### config.mk
export PLATFORM = sky130hd
export DESIGN_NAME = onehot_grant_encoder
export DESIGN_NICKNAME = d
export VERILOG_FILES = /design/src/rtl/onehot_grant_encoder.sv
export SDC_FILE = /design/constraint.sdc
export NUM_CORES = 1
export LEC_CHECK = 0
export ABC_AREA = 1
export BUFFER_PORTS_ARGS = -buffer_cell sky130_fd_sc_hd__buf_4
export CORE_ASPECT_RATIO = 0.6
export CORE_MARGIN = 2
export CORE_UTILIZATION = 57
export CTS_BUF_LIST = sky130_fd_sc_hd__clkbuf_8
export DETAILED_ROUTE_END_ITERATION = 16
export GPL_ROUTABILITY_DRIVEN = 0
export GPL_TIMING_DRIVEN = 1
export HOLD_SLACK_MARGIN = 0.02
export PLACE_DENSITY = 0.83
export SYNTH_ARGS = -nofsm -noshare
export SYNTH_HDL_FRONTEND = slang
export SYNTH_SLANG_ARGS = --single-unit
### constraint.sdc
create_clock -name clk -period 2.2 [get_ports clk]
set_input_delay 0.55 -clock clk [delete_from_list [all_inputs] [get_ports clk]]
set_output_delay 0.55 -clock clk [all_outputs]
set_load 0.02 [all_outputs]
### src/rtl/onehot_grant_encoder.sv
// onehot_grant_encoder
//   Converts a K x SIZE one-hot request matrix back into addresses. Rows that
//   select the same column are granted over successive beats, with the lowest
//   row index going first.
// Ports:
//   clk, rst_n                  clock (rising edge), asynchronous active-low reset
//   in_valid / in_ready         request matrix handshake
//   onehot_in  [K*SIZE]         row k = bits [k*SIZE +: SIZE]
//   out_valid / out_ready       grant beat handshake
//   out_sel    [SIZE*BIT]       column j = granted row index
//   out_col_valid [SIZE]        column j granted this beat
//   out_row_grant [K]           rows granted this beat
//   out_addr   [K*AW]           encoded column per row, held for the transaction
//   out_row_valid [K]           row had a request
//   out_last                    final beat of the transaction
//   err_multi  [K]              row had more than one bit set

// Per-row capture: isolates the lowest set bit, encodes its index and flags
// rows that carry more than one bit.
module onehot_grant_row #(
   parameter int SIZE = 16,
   parameter int AW   = $clog2(SIZE)
) (
   input  logic [SIZE-1:0] row,
   output logic [SIZE-1:0] low,
   output logic [AW-1:0]   idx,
   output logic            multi,
   output logic            nz
);
   always_comb begin
      low = '0;
      idx = '0;
      // Walk downward so the lowest set bit is the one that sticks.
      for (int i = SIZE-1; i >= 0; i--) begin
         if (row[i]) begin
            low    = '0;
            low[i] = 1'b1;
            idx    = AW'(i);
         end
      end
   end

   // Clearing the lowest set bit leaves something only if there were two or more.
   assign multi = |(row & (row - SIZE'(1)));
   assign nz    = |row;
endmodule

module onehot_grant_encoder #(
   parameter int K    = 4,
   parameter int SIZE = 16,
   parameter int BIT  = $clog2(K),
   parameter int AW   = $clog2(SIZE)
) (
   input  logic                clk,
   input  logic                rst_n,
   input  logic                in_valid,
   output logic                in_ready,
   input  logic [K*SIZE-1:0]   onehot_in,
   output logic                out_valid,
   input  logic                out_ready,
   output logic [SIZE*BIT-1:0] out_sel,
   output logic [SIZE-1:0]     out_col_valid,
   output logic [K-1:0]        out_row_grant,
   output logic [K*AW-1:0]     out_addr,
   output logic [K-1:0]        out_row_valid,
   output logic                out_last,
   output logic [K-1:0]        err_multi
);
   typedef enum logic {IDLE, ISSUE} state_t;

   state_t                 state_q, state_d;
   logic [K-1:0][SIZE-1:0] pend_q, pend_d;
   logic [K-1:0][AW-1:0]   addr_q, addr_d;
   logic [K-1:0]           row_valid_q, row_valid_d;
   logic [K-1:0]           err_multi_q, err_multi_d;

   logic [K-1:0][SIZE-1:0] cap_low;
   logic [K-1:0][AW-1:0]   cap_idx;
   logic [K-1:0]           cap_multi, cap_nz;

   for (genvar k = 0; k < K; k++) begin : g_row
      onehot_grant_row #(.SIZE(SIZE), .AW(AW)) u_row (
         .row   (onehot_in[k*SIZE +: SIZE]),
         .low   (cap_low[k]),
         .idx   (cap_idx[k]),
         .multi (cap_multi[k]),
         .nz    (cap_nz[k])
      );
   end

   // Column arbitration over the pending matrix: lowest pending row wins.
   logic [K-1:0][SIZE-1:0] win;
   logic [K-1:0][SIZE-1:0] remain;
   logic [SIZE*BIT-1:0]    sel_w;
   logic [SIZE-1:0]        col_any;
   logic [K-1:0]           row_win;
   logic                   last_w;

   always_comb begin
      win     = '0;
      sel_w   = '0;
      col_any = '0;
      for (int j = 0; j < SIZE; j++) begin
         for (int k = 0; k < K; k++) begin
            if (pend_q[k][j] && !col_any[j]) begin
               col_any[j]            = 1'b1;
               win[k][j]             = 1'b1;
               sel_w[j*BIT +: BIT]   = BIT'(k);
            end
         end
      end
      for (int k = 0; k < K; k++) row_win[k] = |win[k];
      remain = pend_q & ~win;
      last_w = ~|remain;
   end

   always_comb begin
      state_d     = state_q;
      pend_d      = pend_q;
      addr_d      = addr_q;
      row_valid_d = row_valid_q;
      err_multi_d = err_multi_q;
      case (state_q)
         IDLE: begin
            if (in_valid) begin
               pend_d      = cap_low;
               addr_d      = cap_idx;
               row_valid_d = cap_nz;
               err_multi_d = cap_multi;
               state_d     = ISSUE;
            end
         end
         ISSUE: begin
            if (out_ready) begin
               pend_d = remain;
               if (last_w) state_d = IDLE;
            end
         end
         default: state_d = IDLE;
      endcase
   end

   always_ff @(posedge clk or negedge rst_n) begin
      if (!rst_n) begin
         state_q     <= IDLE;
         pend_q      <= '0;
         addr_q      <= '0;
         row_valid_q <= '0;
         err_multi_q <= '0;
      end else begin
         state_q     <= state_d;
         pend_q      <= pend_d;
         addr_q      <= addr_d;
         row_valid_q <= row_valid_d;
         err_multi_q <= err_multi_d;
      end
   end

   // Beat outputs only exist in ISSUE; in IDLE an empty pend would otherwise
   // report out_last=1.
   logic issue;
   assign issue         = (state_q == ISSUE);
   assign in_ready      = ~issue;
   assign out_valid     = issue;
   assign out_sel       = issue ? sel_w   : '0;
   assign out_col_valid = issue ? col_any : '0;
   assign out_row_grant = issue ? row_win : '0;
   assign out_last      = issue & last_w;
   assign out_addr      = addr_q;
   assign out_row_valid = row_valid_q;
   assign err_multi     = err_multi_q;
endmodule

# --- After elaboration in Yosys (flattened, before gate mapping) ---
# Index checks and enable logic that the tools add are counted.
word_totals:
  ff_bits: 89
  output_inout_bits: 79
  word_cells: 435
classes:
  n_addsub: 4
  eq_ne: 2
  n_mux: 298
  bitwise: 8
  reduce_logical: 112
op_table:
  columns: ["operator", "n"]
  rows:
  - ["$mux 16", 65]
  - ["$mux 4", 65]
  - ["$reduce_or 16->1", 12]
  - ["$mux 1", 131]
  - ["$mux 64", 2]
  - ["$pmux 64 s2", 1]
  - ["$and 16x16->16", 4]
  - ["$and 64x64->64", 1]
  - ["$mux 2", 32]
  - ["$not 64->64", 1]
  - ["$reduce_or 64->1", 1]
  - ["$sub 16x1->16 const B", 4]
  - ["$logic_not 1->1", 49]
  - ["$logic_and 1x1->1", 48]
  - ["$mux 32", 1]
  - ["$ne 2x2->1 const B", 2]
  - ["$reduce_and 2->1", 2]
  - ["$pmux 1 s2", 1]
  - ["$and 1x1->1", 1]
  - ["$not 1->1", 1]

# --- Depth between registers and ports, before layout ---
# Gate-level depths: netlist (run 1).
depth:
  ltp_word: 18
  mapped_depth: 15
  mapped_depth_nobuf: 15

# --- Modules after synthesis ---
# Synthesis (run 1) repeated with hierarchy kept, for this count alone.
unflattened:
  cells_unflattened: 1162
  hier_area_um2: 7221.9
by_module_without_submodules:
  columns: ["module", "instances", "cells_per_inst", "area_each_um2"]
  rows:
  - ["onehot_grant_encoder", 1, 718, 5119.9]
  - ["onehot_grant_row", 4, 111, 525.5]

# --- Worst setup path before layout (run 1) ---
# No wires, ideal clock.
synth_path:
  path_kind: "register to output"
  from: "reg state_q, in the netlist out_valid"
  to: "out out_sel[11]"
  arrival_time_ns: 1.468
  t_required_ns: 1.650
  slack_ns: 0.182
  path_stages_with_launch: 5
  n_path_buf: 2
  cell_sequence: "dfrtp_1 buf_4 inv_2 clkbuf_1 a211oi_1"
synth_between:
  elab_chain_len: 1
synth_rtl:
  columns: ["item", "line_no", "rtl"]
  rows:
  - ["start: declaration", "71", "state_t state_q, state_d;"]
  - ["start signal: assignment", "151", "state_q <= state_d;"]
  - ["$mux 32", "165", "assign out_sel = issue ? sel_w : '0;"]
  - ["end: declaration", "61", "output logic [SIZE*BIT-1:0] out_sel,"]
# No other way between the ends.

# --- Final worst setup path (run 1) ---
layout_path:
  from: "reg pend_q[0] in the netlist's numbering"
  to: "out out_last"
layout_between:
  elab_chain_len: 15
layout_rtl:
  columns: ["item", "line_no", "rtl"]
  rows:
  - ["start: declaration", "72", "logic [K-1:0][SIZE-1:0] pend_q, pend_d;"]
  - ["start signal: assignment", "152", "pend_q <= pend_d;"]
  - ["$mux 1", "105", "if (pend_q[k][j] && !col_any[j]) begin"]
  - ["$logic_not 1->1", "105", null]
  - ["$logic_and 1x1->1", "105", null]
  - ["$mux 1", "105", null]
  - ["$logic_not 1->1", "105", null]
  - ["$logic_and 1x1->1", "105", null]
  - ["$mux 1", "105", null]
  - ["$logic_not 1->1", "105", null]
  - ["$logic_and 1x1->1", "105", null]
  - ["$mux 1", "105", null]
  - ["$not 64->64", "113", "remain = pend_q & ~win;"]
  - ["$and 64x64->64 (*)", "113", null]
  - ["$reduce_or 64->1 (*)", "114", "last_w = ~|remain;"]
  - ["$logic_not 1->1 (*)", "114", null]
  - ["$and 1x1->1 (*)", "168", "assign out_last = issue & last_w;"]
  - ["end: declaration", "66", "output logic out_last,"]
# Mark *: on every way between the ends. The rest lies on a longest branch, timed or not.

==> metrics.md, run 1 <==
| Metric | Value |
|---|---|
| Number of buffers created by CTS | 9 |
| Number of iterations in the first detailed-routing pass | 8 |
| Crit path largest cell delay | 400 ps |
| CTS tree | built |
| Latest clock arrival within the worst-skew pair | between 300 and 400 ps |
| Post-Synthesis Cells | 1122 |
| IO Pins | 147 |
| Finished Layout Cells | 1473 |
| Placeable Area | 12100 um^2 |
| Cell at the root of the clock tree | sky130_fd_sc_hd__clkbuf_8 |
| Main combinational cell family by area after synthesis | simple AND/OR/NAND/NOR gates |
| Post-Route WL | 26200 um |
| MaxCap Viol Count | 0 |
| Cts-stage hold buffer count | 0 |
| Critical Path Start Type | flip-flop |
| Total number of clock tree sinks | 89 |
| Antenna Nets Post-Route | 0 |
| Post-detail-place hpwl | 20000 um |
| Result of the run | finished, violations left |
| Flip-flop cell with the highest count after synthesis | sky130_fd_sc_hd__dfrtp_1 |
| Worst IR Drop VDD | 0.594 mV |
| Worst path arrival time | 1970 ps |
| Synth area leader | sky130_fd_sc_hd__dfrtp_1 |
| Kind of end point of the critical path | output pin |
| Post-route clock skew | 5.65 ps |
| Cell occurring most often along the worst timing path | sky130_fd_sc_hd__buf_4 |
| Htree depth | 3 |
| Core utilization of the finished layout | 0.753 |
| Number of buffers added on ports | 146 |
| Row count | 31 |
| Slew at the pin closest to its max-slew limit | 563 ps |
| Post-synth net total | 1190 |
| Part of the cycle the worst path needs | 1.15 |
| Area contributors post-synth | sky130_fd_sc_hd__dfrtp_1, sky130_fd_sc_hd__nand2_1, sky130_fd_sc_hd__inv_1 |
| Crit Path Max Fanout | 3 |
| Placed Cells incl. Taps | 1436 |
| Series of cell instances along the critical path | buf_4 -> buf_4 -> nand2_1 -> nand4_1 -> nor2_1 -> nand3_1 -> nor2_2 -> nand2_1 -> nor2_2 -> buf_4 |
| Standard cell with the maximum stage delay on the critical path | sky130_fd_sc_hd__dfrtp_1 |
| Final Net Count | 1371 |
| DRC errors left | 0 |
| Vias/cell | between 5 and 6 |
| Number of antenna cells inserted | 0 |
| Mean Syn Cell Area | 6.27 um^2 |
| Parity-gate share of the synthesized area counting xor and xnor cells | 0 |
| Mapped Area | 7040 um^2 |
| Required time at the endpoint of the critical path | between 1500 and 2000 ps |
| Post-synthesis mux area share | 0 |
| Count of cell types in the netlist | 45 |
| DP Worst Slack | -4.50 ps |
| F_max | about 0.40 GHz |
| Iter 0 DRT Violations | about 1400 |
| R2R Path Start | out_valid |
| Critical path class | reg -> out |
| Number of enable-type register cells in the synthesized netlist | 0 |
| Final count of pins violating max slew | 0 |
| Setup violation total in the final timing report | 7 |
| Number of synthesized register bits | 89 |
| Final worst slack | -325 ps |
| Fraction of post-synthesis cell area in the top cell type by area | 0.316 |
| Critical Path Start | pend_q[0] |
| Final routed wire length divided by cell count | 17.8 um |
| Share of the synthesized area in compound gates (AO/OA/AOI/OAI) | 0.187 |
| Pin count of the biggest net entering global routing | 58 |
| Area share of and/or/nand/nor cells after synthesis | 0.367 |
| Die Span Y | 90.1 um |
| Total power density per cell area | 1050 nW/um^2 |
| Share of the yosys chip area belonging to registers | 0.316 |
| Async set or reset register ratio after synthesis | 1.00 |
| Ratio of cells with drive above 1 in the final layout | 0.273 |
| Number of antenna violations at the first check in global routing | 0 |
| Via count | 8657 |
| CTS Buffer Depth | 2 |
| Wire length of the first global-routing pass | 40700 um |
| Number of global-route vias before repair | roughly 7600 |
| Violations in the final reports | negative setup slack |
| Hold slack | 125 ps |
| Leakage power | 4.61 nW |
| Overall Global Routing Usage | 0.390 |
| Worst slew margin | 0.622 |
| Setup repair after global routing missed its margin | yes |
| Final-report hold violation count | 0 |
| Clock transition time at the flip-flop clock pins of the worst setup and hold paths | 90 ps |
| Sum of overflow across all layers after global routing | 0 |
| Worst hold path type | in -> async |
| Die span in x | 147 um |
| Area Overhead vs Synth | 29.0% |
| Tmin final | between 2000 and 3000 ps |
| Number of warnings reported in the yosys synthesis log | 0 |
| Die Area | 13300 um^2 |
| Post-synthesis share of cell area spent on full adders, half adders and majority gates | 0 |
| Initial Utilization | 0.584 |
-- flip-flops by register name (all words and copies together), names as in the netlist --
name	flops
out_valid	1
err_multi	4
pend_q	64
out_row_valid	4
out_addr	16
-- power breakdown --
part	internal [W]	total [W]	switching [W]
Sequential	0.00204	0.00235	0.000313
Clock	0.000541	0.00114	0.000600
Combinational	0.00225	0.00605	0.00380
-- layer usage --
layer | up-vias | track usage | share of wire
met1 | 3898 | 0.585 | 0.41
met5 | - | 0 | 0
met3 | 85 | 0.137 | 0.16
met2 | 689 | 0.546 | 0.40
met4 | 0 | 0.0689 | 0.024
li1 | 3985 | - | -
-- stage by stage --
stage                     cell area, um^2  total power, W  setup TNS (ps)
after global placement               8510         0.00780               0
after CTS                            8890         0.00915            -468
after detailed placement             8510         0.00787           -4.50
after global routing                 9080          0.0100           -1290
after floorplan                      7040         0.00559               0
final                                9080         0.00955           -1000
-- synth_stat cells (all sizes together), types with 4 or more instances --
| master | count |
|---|---|
| nand2 | 277 |
| inv | 204 |
| nor2 | 190 |
| o21ai | 96 |
| dfrtp | 89 |
| a21oi | 60 |
| nand3 | 37 |
| nor3 | 31 |
| nand4 | 25 |
| a31oi | 20 |
| buf | 19 |
| o22ai | 14 |
| nor4 | 11 |
| clkbuf | 10 |
| o31ai | 6 |
| o211ai | 5 |
| a2bb2oi | 4 |
| o21a | 4 |
-- critical path: cells and delay by family (launching register included) --
family	cells	cell delay (ps)
flops	1	400
buf+inv	3	430
simple gates	7	790
-- timing repair --
item	in CTS	in global routing
pin swaps	10	12
endpoints found under the setup margin	15	22
resized for setup	49	42
setup buffers	13	8
-- cell families after synthesis --
family                 after synthesis
AOI/OAI and AO/OA                  228
buffers and inverters              233
DFF                                 89
and+or+nand+nor                    572
-- worst paths after layout --
kind	endpoint	slack, ps	cells after the start
setup / recovery	out_last	-320	10
hold / removal	out_addr[0]	120	1
setup reg to reg	pend_q[14]	230	8
hold reg to reg	out_addr[6]	490	2
max in group asynchronous	pend_q[44]	1500	2
min in group clk	out_addr[7]	440	2
-- cell usage in the layout, fill, tap and decap left out, types with 18 or more instances in the layout --
cell,n
sky130_fd_sc_hd__nor2_4,18
sky130_fd_sc_hd__nand4_1,25
sky130_fd_sc_hd__inv_2,38
sky130_fd_sc_hd__nor2_1,140
sky130_fd_sc_hd__dfrtp_1,87
sky130_fd_sc_hd__inv_1,169
sky130_fd_sc_hd__nand2_1,253
sky130_fd_sc_hd__nand2_2,18
sky130_fd_sc_hd__a31oi_1,20
sky130_fd_sc_hd__o21ai_0,80
sky130_fd_sc_hd__nor3_1,26
sky130_fd_sc_hd__nor2_2,31
sky130_fd_sc_hd__nand3_1,30
sky130_fd_sc_hd__buf_4,188
sky130_fd_sc_hd__a21oi_1,47
-- layout make-up --
class / count / area (um^2)
Fill cell: 975 / 2980
Clock inverter: 6 / 51.3
Sequential cell: 89 / 2230
Inverter: 204 / 766
Timing Repair Buffer: 199 / 1590
Multi-Input combinational cell: 800 / 4100
Clock buffer: 10 / 138
Tap cell: 165 / 206
No activity file was read; power rests on OpenSTA's default activity.
==> run 2: changes to the inputs <==
--- a/config.mk
+++ b/config.mk
@@ -16,6 +16,7 @@
 export GPL_TIMING_DRIVEN = 1
 export HOLD_SLACK_MARGIN = 0.02
 export PLACE_DENSITY = 0.83
+export RECOVER_POWER = 50
 export SYNTH_ARGS = -nofsm -noshare
 export SYNTH_HDL_FRONTEND = slang
 export SYNTH_SLANG_ARGS = --single-unit
==> run 2 against run 1 <==
Compared with the run above: the flow still finishes with violations (negative setup slack); clock-buffer cell count did not move; maximum frequency fell by 0.25%; clock power barely moved; global-route usage did not move; wire length barely moved; first-iteration DRC count fell by 1.6%; cell area fell by 1.6%; non-clock buffer count did not move; via count rose by 0.37%; sequential cell count did not move; worst setup slack got worse by 6.3 ps; largest power group unchanged.
==> metrics.md, run 2 (synthesized netlist as in run 1, its figures left out) <==
| Metric | Value |
|---|---|
| Placeable Area | 12100 um^2 (unchanged) |
| Critical Path Start | pend_q[0] (unchanged) |
| Most frequent standard cell in the layout excluding fill and tap cells | sky130_fd_sc_hd__nand2_1 (unchanged) |
| Critical Path Start Type | flip-flop (unchanged) |
| Cell occurring most often along the worst timing path | sky130_fd_sc_hd__buf_4 (unchanged) |
| Overall Global Routing Usage | 0.390 (unchanged) |
| Violations in the final reports | negative setup slack (unchanged) |
| Slew at the pin closest to its max-slew limit | 872 ps (was 563 ps) |
| F_max | 0.395 GHz (was 0.396 GHz) |
| Worst path arrival time | 1980 ps (was 1970 ps) |
| Htree depth | 3 (unchanged) |
| Max reg flops | 64 (unchanged) |
| Cts-stage hold buffer count | 0 (unchanged) |
| Antenna Nets Post-Route | 0 (unchanged) |
| Area post-placement | 8510 um^2 (unchanged) |
| Iter 0 DRT Violations | 1371 (was 1394) |
| Pin count of the biggest net entering global routing | 58 (unchanged) |
| Cell at the root of the clock tree | sky130_fd_sc_hd__clkbuf_8 (unchanged) |
| Setup repair after global routing missed its margin | yes (unchanged) |
| CTS tree | built (unchanged) |
| Post-detail-place hpwl | 20000 um (unchanged) |
| Final-report hold violation count | 0 (unchanged) |
| Total power density per cell area | 1050 nW/um^2 (about the same) |
| CTS Buffer Depth | 2 (unchanged) |
| Required time at the endpoint of the critical path | 1650 ps (about the same) |
| Critical path class | reg -> out (unchanged) |
| Number of buffers added on ports | 146 (unchanged) |
| Number of iterations in the first detailed-routing pass | 8 (unchanged) |
| Clock transition time at the flip-flop clock pins of the worst setup and hold paths | 90 ps (about the same) |
| Final count of pins violating max slew | 0 (unchanged) |
| Category of cells accounting for the largest share of critical-path delay | simple AND/OR/NAND/NOR gates (unchanged) |
| Setup tns final | -1640 ps (was -1000 ps) |
| Initial Utilization | 0.584 (unchanged) |
| Kind of end point of the critical path | output pin (unchanged) |
| Standard cell with the maximum stage delay on the critical path | sky130_fd_sc_hd__dfrtp_1 (unchanged) |
| Hold slack | 266 ps (was 125 ps) |
| Post-Route WL | 26200 um (about the same) |
| Die Area | 13300 um^2 (unchanged) |
| Top library cells by usage in the layout, fill and taps aside | sky130_fd_sc_hd__nand2_1, sky130_fd_sc_hd__inv_1, sky130_fd_sc_hd__buf_4 (was sky130_fd_sc_hd__nand2_1, sky130_fd_sc_hd__buf_4, sky130_fd_sc_hd__inv_1) |
| Latest clock arrival within the worst-skew pair | 370 ps (about the same) |
| Row count | 31 (unchanged) |
| Result of the run | finished, violations left (unchanged) |
| Number of antenna cells inserted | 0 (unchanged) |
| Setup violation total in the final timing report | 23 (was 7) |
| Number of global-route vias before repair | 7601 (unchanged) |
| Via count | 8689 (was 8657) |
| MaxCap Viol Count | 0 (unchanged) |
| IO Pins | 147 (unchanged) |
| Leakage power | 4.50 nW (was 4.61 nW) |
| Tmin final | 2530 ps (was 2520 ps) |
| Ratio of cells with drive above 1 in the final layout | 0.253 (was 0.273) |
| Worst hold path type | in -> async (unchanged) |
| Crit path largest cell delay | 400 ps (about the same) |
| Series of cell instances along the critical path | buf_4 -> buf_4 -> nand2_1 -> nand4_1 -> nor2_1 -> nand3_1 -> nor2_2 -> nand2_1 -> nor2_2 -> buf_4 (unchanged) |
| Wire length of the first global-routing pass | 40700 um (unchanged) |
| Final Net Count | 1371 (unchanged) |
| Number of buffers created by CTS | 9 (unchanged) |
| Fill cell count | 1011 (was 975) |
| Finished Layout Cells | 1473 (unchanged) |
| Worst IR Drop VDD | 0.513 mV (was 0.594 mV) |
| DRC errors left | 0 (unchanged) |
| Die Span Y | 90.1 um (unchanged) |
| Post-route clock skew | 4.51 ps (was 5.65 ps) |
| R2R Path Start | out_valid (unchanged) |
| Largest reg by FF count | pend_q (unchanged) |
| Final Cell Area | 8930 um^2 (was 9080 um^2) |
| Die span in x | 147 um (unchanged) |
| Placed Cells incl. Taps | 1436 (unchanged) |
| Total number of clock tree sinks | 89 (unchanged) |
| Sum of overflow across all layers after global routing | 0 (unchanged) |
| Area Overhead vs Synth | 26.9% (was 29.0%) |
| Part of the cycle the worst path needs | 1.15 (about the same) |
| Final worst slack | -331 ps (was -325 ps) |
| Vias/cell | 5.90 (was 5.88) |
| Final routed wire length divided by cell count | 17.8 um (about the same) |
| Buffers and inverters on the worst path | 3 (unchanged) |
| Worst slew margin | 0.419 (was 0.622) |
| Crit Path Max Fanout | 3 (unchanged) |
| Number of antenna violations at the first check in global routing | 0 (unchanged) |
run 2: cell types whose count changed in the layout (fill, tap and decap cells not counted), sizes merged:
cell / delta
buf: -29
clkbuf: +29
run 2: routing by layer:
| layer | global-route usage | wire [um] |
|---|---|---|
| met5 | 0 | 0 |
| met1 | 0.585 | 10700 |
| met3 | 0.137 | 4470 |
| met4 | 0.0689 | 719 |
| met2 | 0.546 | 10400 |
run 2: path summary, 6_finish.rpt:
| path | end | slack, ps | cells past startpoint |
|---|---|---|---|
| setup / recovery | out_last | -330 | 10 |
| setup reg to reg | pend_q[14] | -170 | 8 |
| max in group asynchronous | pend_q[12] | 580 | 2 |
| min in group clk | out_addr[7] | 440 | 2 |
| hold reg to reg | out_addr[6] | 490 | 2 |
| hold / removal | out_addr[1] | 270 | 1 |
run 2: layout make-up:
| class | instances | area, um^2 | area share |
|---|---|---|---|
| inverters | 204 | 766 | 0.0857 |
| repair buffers | 199 | 1450 | 0.162 |
| flip-flops and latches | 89 | 2230 | 0.250 |
| clock inverters | 6 | 51.3 | 0.00574 |
| well taps | 165 | 206 | 0.0231 |
| clock buffers | 10 | 138 | 0.0154 |
| multi-input cells | 800 | 4090 | 0.458 |
run 2: power by group:
group,internal (W),switching [W]
clock network,0.000541,0.000597
logic,0.00210,0.00379
registers,0.00204,0.000308
total,0.00469,0.00470
run 2: worst reg2reg max path, cell delays in order, from the launching register on:
cell and delay, ps:
sky130_fd_sc_hd__dfrtp_1 430, sky130_fd_sc_hd__buf_4 200, sky130_fd_sc_hd__nor2_1 630, sky130_fd_sc_hd__inv_1 170, sky130_fd_sc_hd__nor2_1 140, sky130_fd_sc_hd__inv_1 100
sky130_fd_sc_hd__nor2_1 240, sky130_fd_sc_hd__nand2_1 170, sky130_fd_sc_hd__o22ai_1 200
run 2: per-stage QoR:
step	power, W	util	worst slack, ps
6_report	0.00938	0.741	-331
5_1_grt	0.00986	0.741	-405
4_1_cts	0.00915	0.737	-239
3_5_place_dp	0.00787	0.705	-4.50
3_3_place_gp	0.00780	0.705	75.5
2_1_floorplan	0.00559	-	182
run 2: timing repair:
action | 4_1_cts | 5_1_grt
setup endpoints to repair | 15 | 22
resized for setup | 49 | 42
gates cloned | 0 | 0
pin swaps | 10 | 12
setup buffers | 13 | 8
